<file path="src/rtl/imm_ext_unit.sv">
// Registered RV32I immediate generator with valid/ready handshake on both sides.
// Decodes imm_src into the sign-extended immediate. Illegal selects produce zero,
// raise imm_err and bump a saturating debug counter.
module imm_ext_unit #(
  parameter int unsigned ERR_CNT_W = 8
) (
  input  logic                 clk,
  input  logic                 reset,
  input  logic                 in_valid,
  output logic                 in_ready,
  input  logic [31:0]          instr,
  input  logic [2:0]           imm_src,
  output logic                 out_valid,
  input  logic                 out_ready,
  output logic [31:0]          imm_ext,
  output logic                 imm_err,
  output logic [ERR_CNT_W-1:0] err_cnt
);

  typedef enum logic [0:0] {StEmpty, StFull} state_e;

  state_e               state_q;
  logic [31:0]          imm_q;
  logic                 err_q;
  logic [ERR_CNT_W-1:0] err_cnt_q;

  logic [31:0] imm_d;
  logic        err_d;
  logic        accept;

  assign out_valid = (state_q == StFull);
  assign in_ready  = !out_valid || out_ready;
  assign accept    = in_valid && in_ready;

  assign imm_ext = imm_q;
  assign imm_err = err_q;
  assign err_cnt = err_cnt_q;

  // Decode the immediate format into a sign-extended 32-bit value.
  always_comb begin
    imm_d = 32'h0;
    err_d = 1'b0;
    unique case (imm_src)
      3'b000: imm_d = {{20{instr[31]}}, instr[31:20]};
      3'b001: imm_d = {{20{instr[31]}}, instr[31:25], instr[11:7]};
      3'b010: imm_d = {{19{instr[31]}}, instr[31], instr[7], instr[30:25], instr[11:8], 1'b0};
      3'b011: imm_d = {{11{instr[31]}}, instr[31], instr[19:12], instr[20], instr[30:21], 1'b0};
      3'b100: imm_d = {instr[31:12], 12'h000};
      default: begin
        imm_d = 32'h0;
        err_d = 1'b1;
      end
    endcase
  end

  // Output register, occupancy state and saturating illegal-select counter.
  always_ff @(posedge clk) begin
    if (reset) begin
      state_q   <= StEmpty;
      imm_q     <= 32'h0;
      err_q     <= 1'b0;
      err_cnt_q <= '0;
    end else begin
      if (accept) begin
        imm_q <= imm_d;
        err_q <= err_d;
        if (err_d && (err_cnt_q != {ERR_CNT_W{1'b1}})) begin
          err_cnt_q <= err_cnt_q + 1'b1;
        end
      end
      unique case (state_q)
        StEmpty: if (accept) state_q <= StFull;
        StFull:  if (out_ready && !accept) state_q <= StEmpty;
        default: state_q <= StEmpty;
      endcase
    end
  end

endmodule

</file>
<file path="config.mk">
export PLATFORM = sky130hd
export DESIGN_NAME = imm_ext_unit
export DESIGN_NICKNAME = d
export VERILOG_FILES = /design/src/rtl/imm_ext_unit.sv
export SDC_FILE = /design/constraint.sdc
export NUM_CORES = 1
export LEC_CHECK = 0
export CORE_ASPECT_RATIO = 1.2
export CORE_MARGIN = 2
export CORE_UTILIZATION = 45
export CTS_CLUSTER_DIAMETER = 40
export DETAILED_ROUTE_END_ITERATION = 7
export GPL_TIMING_DRIVEN = 1
export PLACE_DENSITY_LB_ADDON = 0.3
export SLEW_MARGIN = 20
export SYNTH_ARGS = -nofsm -noshare
export SYNTH_HDL_FRONTEND = slang
export SYNTH_SLANG_ARGS = --single-unit
</file>
<file path="constraint.sdc">
create_clock -name clk -period 2.2 [get_ports clk]
set_clock_uncertainty 0.05 [all_clocks]
set_input_delay 0.44 -clock clk [delete_from_list [all_inputs] [get_ports clk]]
set_output_delay 0.44 -clock clk [all_outputs]
set_load 0.01 [all_outputs]
</file>
==> results.md <==
* Hold Path Sink: imm_ext[11]
* Buffers on Ports at 74
* Critical path class: input pin to flop
* Post-Place Cells at 328
* Syn_area_per_cell at 9.25 sq um
* # hold bufs at CTS at 0
* Seq/Total Area, Yosys at 0.454
* Reg clk slew, reported paths at 80 ps
* Fmax at 0.551 GHz
* Layout cells sized above 1 at 0.0957
* All-Layer GR Usage at 0.208
* Post-Syn Area at 0.00185 sq mm
* Clk_lat worst skew at 290 ps
* Total power at 1.69 mW
* Worst-path maximum fanout at 10
* Synth cell types at 42
* Reg2reg setup slack at 600 ps
* Post-route ant nets at 0
* Hold path cells at 2
* Arrival time worst endpoint at 1980 ps
* Clock buffer depth at 2
* Startpoint types: input pin
* Post-synth EDFFs at 0
* IO Pins at 82
* Worst slew margin at 0.594
* Global-route wire length before repair at 7670 um
* Non-Filler Instances at 336
* Antenna cells at 0
* Core box area at 0.00394 sq mm
* Max IR drop VDD at 0.371 mV
* Routed WL per cell at 14.1 um
* Syn. warnings at 0
* Leakage at 1.08 nW
* Fin crit period at 1810 ps
* Post-synthesis async set-or-reset flop share at 0
* Number of global-route vias before repair at 1641
* Critical path endpoint category: flop
* WL final at 4730 um
* Period Utilization, post-route at 0.824
* Die W at 62.5 um
* Max cap viols at 0
* Fin area at 0.00282 sq mm
* Ys flop type: dfxtp_1
* Initial DRC count at 146
* Initial core utilization at 0.470
* Worst min path class: flop to flop
* TritonRoute pass-1 iters at 4
* Dpl cell area at 0.00271 sq mm
* Root buffer cell: clkbuf_8
* Synth Instances at 200
* Power Dens Cells at 601 mW/mm^2
* Post-synthesis register bit count at 42
* CP required at 2370 ps
* Fin worst setup slack at 386 ps
* DR vias at 1770
* # nets final at 321
* Initial antenna violation count at 0
* Core Util, Final at 0.716
* H-tree levels at 2
* Reg2Reg Launch Point: err_cnt[0]
* Sink Count at 42
* CTS tree: done
* Worst slew pin tran at 608 ps
* Die H at 74.2 um
* RSZ-0062 raised after global routing: no
* Row count at 25
* Final HPWL DP at 3390 um
* Final Hold Fails at 0
* Final hold slack at 405 ps
* Pre-CTS WS at 53.5 ps
* Worst flop-to-flop path endpoint: err_cnt[3]
* Worst reg-to-reg path cell count at 5
* Area grow syn2layout at 52.5%
* Status: completed
* Final Max Slew Viols at 0
* Die area at 0.00464 sq mm
* DRC at 0
* Pin count of the biggest net entering global routing at 25
* GRT overflow at 0
* HP Start: imm_ext[11]
* Post-Route Setup TNS at 0 ps
* TritonCTS Buffers at 5
* # setup viols final at 0
* Vias/cell at 5.27
* Syn nets at 240
* Gpl congestion at 0.796
layout by cell type (no fill, tap or decap), types with 2 or more instances in the layout:
master and count:
or4_1 2, clkbuf_8 5, a21oi_1 22, mux2i_1 7, or3_1 2, inv_1 4
nand2_1 12, dfxtp_1 42, buf_4 13, a22oi_1 12, nor2_1 22, clkdlybuf4s50_1 73
a2bb2oi_1 4, nand3b_1 6, o21ai_0 2, o41ai_1 2, o2bb2ai_1 8, nor3_1 2
nand3_1 4, a21o_1 11, o31ai_1 2
cell usage after synthesis, types with 2 or more instances:
cell type	n	area [sq um]
nand2_1	12	45.0
inv_1	4	15.0
buf_2	6	30.0
buf_4	2	15.0
o31ai_1	2	15.0
a2bb2oi_1	4	35.0
or4_1	2	15.0
a21oi_1	22	110
nor3_1	2	10.0
dfxtp_1	42	841
a22oi_1	12	90.1
a21o_1	11	82.6
or3_1	2	12.5
o21ai_0	2	10.0
nand3_1	4	20.0
clkbuf_1	5	18.8
mux2i_1	7	70.1
o2bb2ai_1	8	70.1
nand3b_1	6	45.0
nor2_1	22	82.6
o41ai_1	2	17.5
power by group:
group / switching (mW) / internal, mW
registers: 0.0143 / 0.786
clock network: 0.257 / 0.339
logic: 0.130 / 0.169
total: 0.401 / 1.29
timing repair:
action / in CTS / in global routing
setup endpoints to repair: 0 / 1
buffers inserted: 0 / 0
gates resized for setup: 0 / 1
layout make-up:
cell class | count | area (sq um)
well taps | 54 | 67.6
clock buffers | 6 | 72.6
clock inverters | 2 | 37.5
flip-flops and latches | 42 | 841
fillers | 331 | 1120
multi-input cells | 140 | 927
repair buffers | 88 | 861
inverters | 4 | 15.0
state kept, by name (all words and copies together), names as in the netlist:
signal and flops:
out_valid 1, err_cnt 8, imm_err 1, imm_ext 32
cell families after synthesis:
group	synth area share
AO/OA/AOI/OAI	0.266
buffers and inverters	0.0446
AND/OR/NAND/NOR	0.185
flip-flops	0.454
XOR/XNOR	0.00473
multiplexers	0.0379
adder cells (fa/ha/maj)	0.00676
worst max path at each step:
stage,cells after the start,to,start
4_1_cts,4,in_ready,out_ready
5_1_grt,6,err_cnt[4],out_ready
3_3_place_gp,4,in_ready,out_ready
6_report,7,err_cnt[0],out_ready
3_5_place_dp,4,in_ready,out_ready
2_1_floorplan,5,imm_ext[1],imm_src[1]
layer usage:
metal  part of all wire  GRT usage  routed length [um]  vias up
met3              0.050     0.0560                 235        4
met5                  0          0                   0        -
met4             0.0066     0.0691                  31        0
li1                   -          -                   -      895
met1               0.44      0.261                2100      824
met2               0.50      0.351                2360       47
critical path, cell delays in order:
cell and delay [ps]:
clkdlybuf4s50_1 500, nor2b_4 50, inv_1 110, nand3_2 190, buf_4 200, or3_1 350, a21oi_1 140
Power figures use the tool's default switching activity.
